`src/rtl/round_sat_pipe.sv`:
```
// Multi-channel round-then-clip stage: narrows WIDTH_IN samples to WIDTH_OUT under a per-beat rounding mode.
// Latency 2 cycles, 1 beat/cycle; a single global stall (in_ready = !out_valid | out_ready) freezes both stages.
module round_sat_pipe #(
  parameter int WIDTH_IN  = 32,
  parameter int WIDTH_OUT = 16,
  parameter int SHIFT     = 12,
  parameter int NUM_CH    = 4,
  parameter int IS_SIGNED = 1,
  parameter int CNT_W     = 16
) (
  input  logic                          clk,
  input  logic                          rst,
  input  logic                          in_valid,
  output logic                          in_ready,
  input  logic [NUM_CH*WIDTH_IN-1:0]    in_data,
  input  logic [1:0]                    in_mode,
  output logic                          out_valid,
  input  logic                          out_ready,
  output logic [NUM_CH*WIDTH_OUT-1:0]   out_data,
  output logic [NUM_CH-1:0]             out_sat,
  output logic [CNT_W-1:0]              sat_count,
  input  logic                          clr_count
);

  // Quotient plus one guard bit so Q+inc can never wrap.
  localparam int QW = WIDTH_IN - SHIFT + 1;
  localparam logic [SHIFT-1:0] HALF = SHIFT'(1) << (SHIFT - 1);
  localparam logic [WIDTH_OUT-1:0] MAX_OUT =
    (IS_SIGNED != 0) ? {1'b0, {(WIDTH_OUT-1){1'b1}}} : {WIDTH_OUT{1'b1}};
  localparam logic [WIDTH_OUT-1:0] MIN_OUT =
    (IS_SIGNED != 0) ? {1'b1, {(WIDTH_OUT-1){1'b0}}} : {WIDTH_OUT{1'b0}};

  logic                          advance;
  logic                          s1_vld;
  logic [NUM_CH*QW-1:0]          v_nxt;
  logic [NUM_CH*QW-1:0]          s1_v;
  logic [NUM_CH-1:0]             neg_nxt;
  logic [NUM_CH-1:0]             s1_neg;
  logic [NUM_CH*WIDTH_OUT-1:0]   clip_dat;
  logic [NUM_CH-1:0]             clip_flag;

  assign advance  = !out_valid || out_ready;
  assign in_ready = advance;

  for (genvar c = 0; c < NUM_CH; c++) begin : g_ch
    logic [WIDTH_IN-1:0]     din;
    logic [SHIFT-1:0]        rem;
    logic                    neg;
    logic [QW-1:0]           q;
    logic                    inc;
    logic [QW-1:0]           v;
    logic [QW-WIDTH_OUT:0]   top;
    logic                    in_rng;

    assign din = in_data[c*WIDTH_IN +: WIDTH_IN];
    assign rem = din[SHIFT-1:0];
    assign neg = (IS_SIGNED != 0) && din[WIDTH_IN-1];
    assign q   = {neg, din[WIDTH_IN-1:SHIFT]};

    always_comb begin
      inc = 1'b0;
      case (in_mode)
        2'd0:    inc = (rem > HALF) || ((rem == HALF) && q[0]);
        2'd1:    inc = (rem > HALF) || ((rem == HALF) && !neg);
        2'd2:    inc = 1'b0;
        default: inc = (rem >= HALF);
      endcase
    end

    assign v_nxt[c*QW +: QW] = q + QW'(inc);
    assign neg_nxt[c]        = neg;

    // In range when every bit above the output field is a copy of the sign (or zero if unsigned).
    // Out of range implies V has the same sign as the input, so the registered sign picks the rail.
    assign v   = s1_v[c*QW +: QW];
    assign top = v[QW-1:WIDTH_OUT-1];
    assign in_rng = (IS_SIGNED != 0) ? ((top == '0) || (top == '1))
                                     : (top[QW-WIDTH_OUT:1] == '0);

    assign clip_dat[c*WIDTH_OUT +: WIDTH_OUT] =
      in_rng ? v[WIDTH_OUT-1:0] : (s1_neg[c] ? MIN_OUT : MAX_OUT);
    assign clip_flag[c] = !in_rng;
  end

  always_ff @(posedge clk or posedge rst) begin
    if (rst) begin
      s1_vld    <= 1'b0;
      s1_v      <= '0;
      s1_neg    <= '0;
      out_valid <= 1'b0;
      out_data  <= '0;
      out_sat   <= '0;
    end else if (advance) begin
      s1_vld    <= in_valid;
      out_valid <= s1_vld;
      if (in_valid) begin
        s1_v   <= v_nxt;
        s1_neg <= neg_nxt;
      end
      if (s1_vld) begin
        out_data <= clip_dat;
        out_sat  <= clip_flag;
      end
    end
  end

  // Saturating event counter; a clear in the same cycle as an increment leaves zero.
  always_ff @(posedge clk or posedge rst) begin
    if (rst) begin
      sat_count <= '0;
    end else if (clr_count) begin
      sat_count <= '0;
    end else if (out_valid && out_ready && (|out_sat) && (sat_count != '1)) begin
      sat_count <= sat_count + CNT_W'(1);
    end
  end

endmodule

```
`config.mk`:
```
export PLATFORM = sky130hd
export DESIGN_NAME = round_sat_pipe
export DESIGN_NICKNAME = d
export VERILOG_FILES = /design/src/rtl/round_sat_pipe.sv
export SDC_FILE = /design/constraint.sdc
export NUM_CORES = 1
export LEC_CHECK = 0
export BUFFER_PORTS_ARGS = -buffer_cell sky130_fd_sc_hd__buf_2
export CAP_MARGIN = 40
export CORE_AREA = 2 2 143 145
export DETAILED_ROUTE_END_ITERATION = 12
export DIE_AREA = 0 0 145 147
export HOLD_SLACK_MARGIN = 0.15
export PLACE_DENSITY = 0.69
export SYNTH_ARGS = -nofsm -noshare
export SYNTH_HDL_FRONTEND = slang
export SYNTH_SLANG_ARGS = --single-unit
export TNS_END_PERCENT = 20
```
`constraint.sdc`:
```
create_clock -name clk -period 8.2 [get_ports clk]
set_clock_uncertainty 0.05 [all_clocks]
set_input_delay 0.41 -clock clk [delete_from_list [all_inputs] [get_ports clk]]
set_output_delay 0.41 -clock clk [all_outputs]
set_load 0.01 [all_outputs]
```
==> results of run 1 <==
==> final timing paths <==
kind / startpoint / endpoint / slack, ns / depth (start not counted)
worst min register to register: out_data[49]$_DFFE_PP0P_ / out_data[49]$_DFFE_PP0P_ / 0.42 / 2
max in group asynchronous: rst / s1_neg[3]$_DFFE_PP0P_ / 6.37 / 4
worst max-delay path: in_mode[0] / s1_v[57]$_DFFE_PP0P_ / 5.55 / 9
worst max register to register: out_valid$_DFFE_PP0N_ / s1_v[29]$_DFFE_PP0P_ / 5.78 / 5
worst min-delay path: in_data[94] / s1_v[60]$_DFFE_PP0P_ / 0.21 / 3
min in group asynchronous: rst / out_data[26]$_DFFE_PP0P_ / 0.55 / 3
==> layout by cell type (no fill, tap or decap), types with 7 or more instances in the layout <==
master / Yosys / final
a21oi_1: 28 / 28
a31oi_1: 60 / 60
and3_1: 9 / 9
and4_1: 10 / 10
buf_2: 8 / 220
buf_4: 0 / 7
clkbuf_16: 0 / 17
dfrtp_1: 174 / 174
ha_1: 9 / 9
inv_1: 13 / 12
nand2_1: 176 / 174
nand2b_1: 7 / 7
nand3_1: 36 / 36
nand4_1: 27 / 27
nor2_1: 84 / 84
nor3_1: 8 / 8
nor4_1: 17 / 17
o21ai_0: 90 / 90
o31ai_1: 29 / 29
or3_1: 19 / 19
or4_1: 28 / 28
xnor2_1: 18 / 18
xor2_1: 25 / 25
==> timing repair <==
action                                 4_1_cts  5_1_grt
gates resized for setup                      0        0
hold buffers                                 1        0
endpoints found under the hold margin       55        0
==> state kept, by name, indices dropped and copies added, names as in the netlist <==
| name | flops |
|---|---|
| out_sat | 4 |
| out_valid | 1 |
| s1_v | 84 |
| s1_vld | 1 |
| sat_count | 16 |
| out_data | 64 |
| s1_neg | 4 |
==> per-stage QoR <==
step	setup slack [ns]	hold WS (ns)	cells	power [µW]	cell area (µm²)
5_1_grt	5.31	0.219	1458	2700	10700
4_1_cts	5.55	0.200	1457	2570	10700
2_1_floorplan	3.02	0.392	983	1470	8800
6_report	5.55	0.213	1458	2540	10700
3_3_place_gp	5.22	0.404	1423	1710	10100
3_5_place_dp	5.11	0.411	1425	1730	10100
==> power by group <==
| part | internal (µW) | leakage (µW) | switching [µW] | total (µW) |
|---|---|---|---|---|
| sequential | 1040 | 0.00206 | 111 | 1150 |
| clock | 491 | 0.000288 | 343 | 833 |
| combinational | 224 | 0.00228 | 335 | 559 |
==> layout make-up <==
type / instances / area, µm² / share of cell area, %
timing repair buffer: 230 / 1190 / 11.1
clock inverter: 11 / 158 / 1.47
multi-input combinational: 739 / 4190 / 39.0
antenna: 1 / 2.50 / 0.0233
clock buffer: 20 / 447 / 4.16
inverter: 13 / 53.8 / 0.501
sequential: 174 / 4350 / 40.6
tap: 270 / 338 / 3.15
==> logic make-up after synthesis <==
logic type / synth area share, %
fa+ha+maj: 1.28
xor+xnor: 4.28
buf+inv: 3.10
simple gates: 24.8
mux: 0.640
compound gates: 16.5
flops: 49.5
==> worst min-delay path, delay by kind of cell <==
kind,cells,cell delay (ns)
buffers and inverters,1,0.11
AOI/OAI and AO/OA,2,0.13
==> metal layers <==
| layer | wire [µm] | share of wire, % | vias to the layer above |
|---|---|---|---|
| met1 | 10100 | 45 | 3781 |
| met2 | 10900 | 48 | 214 |
| met3 | 1100 | 4.9 | 23 |
| li1 | - | - | 3939 |
| met4 | 352 | 1.6 | 0 |
| met5 | 0 | 0 | - |
==> impl_metrics.toml, run 1 <==
[cts]
cts.sinks = 174
cts_buffer_depth = 2
cts-root-buf = "clkbuf_16"
clk_latency_ns = 0.42
cts_made_buffers = 17
post-cts-setup-buffer-count = 0
cts_tree = "yes"
clkTransAtPathRegs_ns = 0.07
h-tree-depth = 4

[die]
io_pins = 221
coreArea_um2 = 19800
dieHeight_um = 147
rows = 52
fp.dieW_um = 145
initial_core_util_pct = 44.4
die-area_um2 = 21300

[setup_path]
worst_path_max_delay_cell = "or4_1"
cp.arrival_ns = 2.95
path_buf_inv = 1
crit_path_start_kind = "primary input"
critPathMaxFanout = 15
cpLargestDelayFamily = "simple AND/OR/NAND/NOR gates"
critical_path_class = "primary input to register"
worstPathCellList = "buf_2 > nand2b_1 > a41o_1 > a21boi_0 > ha_1 > and3_1 > nand4_1 > or4_1 > a31oi_1"
max_stage_delay_ns = 0.65
worst-endpoint-required_ns = 8.50
end_kind = "register"

[grt]
groute.usage.overall_pct = 21.4
grt_pass1_vias = 7476
grt_pass1_wl_um = 37300
antenna_found_initial = 1
grt_start_max_net_pins = 70
gr-usage-met3_pct = 3.66
grtUsageMet2_pct = 36.3
grt_overflow = 0
grt_busiest_layer = "met2"
grt_use_met1_pct = 28.6

[finish]
layout.nets = 1319
n_fill_cell = 1886
drive_gt1_share_pct = 23.2
finalCoreUtilization_pct = 54.1
syn_to_final_growth_pct = 22.0

[detailed_routing]
vias = 7957
drt-wirelength-per-cell_um = 15.4
ant_nets = 0
drt-total-wl_um = 22400
drc = 0
drt_pass1_iterations = 5
avgViaCountPerCell = 5.46
drtIter0Drc = 420

[synth]
synthesis.instances = 983
yosysUniqueCellTypes = 45
yosysWarnings = 0
synth_area_leader_cell = "dfrtp_1"
ys_seq_area_share_pct = 49.5
yosysMostFrequentCell = "nand2_1"
synth_edf_count = 0
synthTopCellsByCount = "nand2_1, dfrtp_1, o21ai_0, nor2_1, a31oi_1"
synthArstFlopShare_pct = 100
synth_top_area_share_pct = 49.5
syn-mean-instance-area_um2 = 8.95
synth.area.top_cells = "dfrtp_1, nand2_1, o21ai_0, a31oi_1, nor2_1"
ys_ff_latch = 174
synth_fp_nets = 1127
synth_flop_cell = "dfrtp_1"
netlist_area_um2 = 8800

[timing]
finalSetupViolations = 0
tightest_slew_ns = 0.780
rsz0062_at_grt = "false"
fmax_mhz = 377
finalCritPeriodShare_pct = 32.4
drv_slew = 0
period_minus_slack_ns = 2.65
slew-limit-headroom_pct = 48.0
hold_viol = 0
tns_ns = 0

[place]
routabilityCongestion = 0.881
dp_hpwl_um = 16400
numPortBuffers = 220

[outcome]
status = "complete, no violations"

[run]
drv_cap = 0

[power_and_ir_drop]
ir_worst_vdd_mv = 0.142
p_leak_uw = 0.00463
power_density_nw_per_um2 = 237

[min_path]
hold_class = "primary input to register"
No activity file was read; power rests on OpenSTA's default activity.
==> run 2, diff against run 1 <==
- clock period: 8.2 -> 2.5 ns (I/O delays scaled with it)
==> run 2 against run 1 <==
Via count rose by 9.6%. Cell count rose by 9.6%. Routed wire length rose by 13%. Final area rose by 13%. Sequential share of layout area fell by 4.6 points. First-iteration DRC count rose by 7.6%. Power rose to 3.3 times the previous value. Register-to-register slack got worse by 5.5 ns. Highest routed layer is now met5.
==> impl_metrics.toml, run 2 (synthesis gave the netlist of run 1 again) <==
[outcome]
status = "complete, no violations"

[finish]
syn_to_final_growth_pct = 37.6
top_regs = "s1_v: 84 flops, out_data: 64 flops, sat_count: 16 flops"
insertedDiodeCount = 0
final_area_um2 = 12100
drive_gt1_share_pct = 22.8
finalCoreUtilization_pct = 61.1
regMostFlops = "s1_v"
n_fill_cell = 1707
layout.nets = 1460
final_common_cell = "buf_2"
layout_common_cells = "buf_2, nand2_1, dfrtp_1"
largest_register_ffs = 84

[die]
io_pins = 221
rows = 52
dieHeight_um = 147
die-area_um2 = 21300
initial_core_util_pct = 44.4
coreArea_um2 = 19800
fp.dieW_um = 145

[place]
routabilityCongestion = 0.866
pre_cts_ws_ns = -0.0341
dpl_cell_area_um2 = 10300
dp_hpwl_um = 16900
numPortBuffers = 220

[detailed_routing]
drtIter0Drc = 452
ant_nets = 0
avgViaCountPerCell = 5.46
vias = 8721
drt-wirelength-per-cell_um = 15.8
drt-total-wl_um = 25300
drc = 0
drt_pass1_iterations = 5

[timing]
tightest_slew_ns = 0.629
finalCritPeriodShare_pct = 96.2
slew-limit-headroom_pct = 57.7
drv_slew = 0
fin_ws_ns = 0.0939
fmax_mhz = 416
whs_ns = 0.194
hold_viol = 0
finalSetupViolations = 0
period_minus_slack_ns = 2.41
rsz0062_at_grt = "true"

[cts]
cts_tree = "yes"
cts-root-buf = "clkbuf_16"
cts_made_buffers = 17
cts.sinks = 174
cts_buffer_depth = 2
clkTransAtPathRegs_ns = 0.07
clk_latency_ns = 0.43
h-tree-depth = 4

[grt]
grt_start_max_net_pins = 86
grt_pass1_vias = 8572
grt_pass1_wl_um = 41800
groute.usage.overall_pct = 24.1
antenna_found_initial = 1
grt_overflow = 0

[power_and_ir_drop]
power_density_nw_per_um2 = 694
p_leak_uw = 0.00522
fin_total_pwr_uw = 8410
ir_worst_vdd_mv = 0.454

[setup_path]
r2r_slack_ns = 0.31
critical_path_class = "primary input to register"
worst-endpoint-required_ns = 2.76
cp.arrival_ns = 2.67
critPathMaxFanout = 5
end_kind = "register"
r2r_start = "out_valid$_DFFE_PP0N_"
crit_path_start_kind = "primary input"
r2r_cells = 6
r2r-end = "s1_v[33]$_DFFE_PP0P_"

[min_path]
hold_end = "s1_v[63]$_DFFE_PP0P_"
hp-start = "in_data[107]"
holdPathStages = 5
hold_class = "primary input to register"

[run]
drv_cap = 0
run 2: power by group:
part	total [µW]	internal [µW]	switching (µW)
Clock	2580	1410	1170
Sequential	3790	3410	376
Combinational	2040	899	1140
Total	8410	5730	2690
run 2: worst max path at each step:
stage                               to          from  cells past startpoint
3_3_place_gp      s1_v[61]$_DFFE_PP0P_    in_mode[0]                     11
4_1_cts           s1_v[39]$_DFFE_PP0P_    in_mode[0]                     10
3_5_place_dp      s1_v[40]$_DFFE_PP0P_    in_mode[0]                      9
2_1_floorplan  out_data[0]$_DFFE_PP0P_           rst                      1
5_1_grt           s1_v[59]$_DFFE_PP0P_    in_mode[0]                     11
6_report          s1_v[70]$_DFFE_PP0P_  in_data[127]                     13
run 2: cell type report:
cell class | count | area [µm²] | area share (%)
clock buffer | 18 | 439 | 3.62
clock inverter | 13 | 128 | 1.05
inverter | 13 | 52.6 | 0.434
multi-input combinational | 739 | 4210 | 34.8
sequential | 174 | 4350 | 35.9
tap | 270 | 338 | 2.79
timing repair buffer | 371 | 2590 | 21.4
run 2: repair_timing:
item,4_1_cts,5_1_grt
gates resized for setup,0,7
setup endpoints to repair,0,14
hold buffers,122,0
hold endpoints to repair,263,0
buffers inserted,0,0
run 2: worst max-delay path, cell delays in order:
cell and delay [ns]:
dlygate4sd3_1 0.55, buf_2 0.16, inv_1 0.05, o21ai_0 0.06, a21boi_0 0.19, ha_2 0.23, buf_4 0.11, nand3_2 0.07
buf_4 0.16, nor3_2 0.16, xnor2_1 0.14, dlygate4sd3_1 0.58, o21ai_0 0.07
run 2: through the flow:
step                      setup TNS [ns]  cells
after floorplan                        0    983
after global routing             -0.0622   1598
after detailed placement         -0.0515   1445
after CTS                              0   1598
after global placement                 0   1444
final                                  0   1598
run 2: layer usage:
| layer | vias to the layer above | track usage (%) | wire, µm |
|---|---|---|---|
| met5 | - | 0 | 11 |
| met4 | 2 | 10.2 | 810 |
| met3 | 73 | 5.00 | 1200 |
| met2 | 284 | 41.1 | 12500 |
| met1 | 4147 | 30.0 | 10700 |
| li1 | 4215 | - | - |
==> run 3, diff against run 2 <==
- REMOVE_ABC_BUFFERS: unset -> 1
==> run 3 against run 2 <==
Critical path depth is 6 lower. Die area stayed put. Power is 1.5% higher. Combinational power hardly changed. Register-to-register slack better by 0.02 ns. Critical endpoint is now s1_v[40]$_DFFE_PP0P_. Largest cell class unchanged.
==> impl_metrics.toml, run 3 (synthesis gave the netlist of run 1 again) <==
[cts]
h-tree-depth = 4
cts-root-buf = "clkbuf_16"
clkTransAtPathRegs_ns = 0.06
cts.sinks = 174
clk_latency_ns = 0.43
cts_tree = "yes"
cts_made_buffers = 17
cts_buffer_depth = 2

[detailed_routing]
avgViaCountPerCell = 5.47
vias = 8790
drt_pass1_iterations = 5
drc = 0
ant_nets = 0
drt-wirelength-per-cell_um = 15.7
drt-total-wl_um = 25200
drtIter0Drc = 571

[finish]
layout.nets = 1464
finalCoreUtilization_pct = 61.4
layout_common_cells = "buf_2, nand2_1, dfrtp_1"
syn_to_final_growth_pct = 38.5
final_common_cell = "buf_2"
finalNonFillerCells = 1606
drive_gt1_share_pct = 22.6
regMostFlops = "s1_v"
largest_register_ffs = 84
top_regs = "s1_v: 84 flops, out_data: 64 flops, sat_count: 16 flops"
final_area_um2 = 12200

[setup_path]
worst-endpoint-required_ns = 2.79
end_kind = "register"
critical_path_class = "primary input to register"
cp.arrival_ns = 2.67
crit_path_start_kind = "primary input"
worst_path_max_delay_cell = "dlygate4sd3_1"
critPathMaxFanout = 10
critical_path.most_common_cell = "dlygate4sd3_1"
worstPathCellList = "dlygate4sd3_1 > buf_2 > and4_2 > nand3_2 > or4_1 > dlygate4sd3_1 > a31oi_1"
max_stage_delay_ns = 0.57
path_buf_inv = 3
cpLargestDelayFamily = "buffers and inverters"

[die]
io_pins = 221
die-area_um2 = 21300
rows = 52
initial_core_util_pct = 44.4
dieHeight_um = 147
coreArea_um2 = 19800
fp.dieW_um = 145

[place]
dpl_cell_area_um2 = 10300
dp_cells = 1445
routabilityCongestion = 0.866
numPortBuffers = 220
dp_hpwl_um = 16600

[timing]
whs_ns = 0.166
tns_ns = 0
slew-limit-headroom_pct = 56.4
finalSetupViolations = 0
drv_slew = 0
period_minus_slack_ns = 2.38
fmax_mhz = 421
hold_viol = 0
finalCritPeriodShare_pct = 95.0
rsz0062_at_grt = "false"
tightest_slew_ns = 0.654

[power_and_ir_drop]
switching_share_pct = 31.5
clockPowerShare_pct = 31.6
internal_power_uw = 5850
p_leak_uw = 0.00525
ir_worst_vdd_mv = 0.462
power_density_nw_per_um2 = 700
p_sw_uw = 2690
pwr-share-comb_pct = 24.3
pwr-share-seq_pct = 44.1

[run]
drv_cap = 0

[grt]
grt_pass1_vias = 8532
groute.usage.overall_pct = 24.2
grt_overflow = 0
grt_pass1_wl_um = 42200
grt_start_max_net_pins = 60
antenna_found_initial = 3

[outcome]
status = "complete, no violations"

[min_path]
hold_class = "primary input to register"
## run 3: changes by cell type in the layout (fill, tap and decap cells not counted), moves of 2 or more
cell | previous run | this run
ha_2 | 2 | 0
diode_2 | 0 | 3
a21boi_0 | 3 | 1
dlygate4sd3_1 | 122 | 126
a21boi_1 | 1 | 3
ha_1 | 7 | 9
## run 3: worst register-to-register path, stage by stage, from the launching register on
cell,delay [ns]
dfrtp_1,0.44
nand2b_2,0.23
and2_2,0.20
buf_4,0.33
o211ai_1,0.18
dlygate4sd3_1,0.60
nand3_1,0.08
## run 3: path summary, 6_finish.rpt
path	from	to	slack, ns	depth (start not counted)
worst max-delay path	in_data[45]	s1_v[40]$_DFFE_PP0P_	0.12	7
worst min-delay path	in_data[76]	s1_v[43]$_DFFE_PP0P_	0.17	4
min in group asynchronous	rst	out_data[1]$_DFFE_PP0P_	0.26	3
worst max register to register	out_valid$_DFFE_PP0N_	s1_v[36]$_DFFE_PP0P_	0.33	6
max in group asynchronous	rst	out_data[29]$_DFFE_PP0P_	1.44	4
worst min register to register	out_data[55]$_DFFE_PP0P_	out_data[55]$_DFFE_PP0P_	0.42	2
## run 3: final cells by class
type / count / area, µm²
tap: 270 / 338
clock inverter: 12 / 134
antenna: 3 / 7.51
multi-input combinational: 739 / 4200
inverter: 13 / 53.8
fill: 1662 / 7650
timing repair buffer: 375 / 2650
sequential: 174 / 4350
clock buffer: 20 / 457
## run 3: metrics by stage
| step | total power [µW] | setup WS, ns |
|---|---|---|
| after floorplan | 4790 | -2.39 |
| after global placement | 5650 | 0.0761 |
| after detailed placement | 5720 | -0.0108 |
| after CTS | 8580 | 0.0428 |
| after global routing | 9020 | 0.0497 |
| final | 8540 | 0.125 |
## run 3: what timing repair did
item / CTS / global route
endpoints found under the hold margin: 155 / 0
buffers inserted: 0 / 0
endpoints found under the setup margin: 0 / 7
hold buffers: 126 / 0
resized for setup: 0 / 7
## run 3: power by group through the flow
| stage | Combinational, µW | Sequential [µW] | Clock (µW) |
|---|---|---|---|
| floorplan | 855 | 3930 | 0 |
| global placement | 1860 | 3790 | 0 |
| detailed placement | 1900 | 3820 | 0 |
| CTS | 2070 | 3770 | 2740 |
| global route | 2300 | 3850 | 2870 |
| finish | 2070 | 3770 | 2700 |
## run 3: layer usage
| metal | share of wire, % | vias up | global-route usage [%] | wire length, µm |
|---|---|---|---|---|
| met1 | 43 | 4226 | 30.8 | 10800 |
| met4 | 2.5 | 0 | 9.41 | 625 |
| li1 | - | 4227 | - | - |
| met5 | 0 | - | 0 | 0 |
| met2 | 50 | 281 | 41.9 | 12600 |
| met3 | 4.5 | 56 | 3.66 | 1130 |
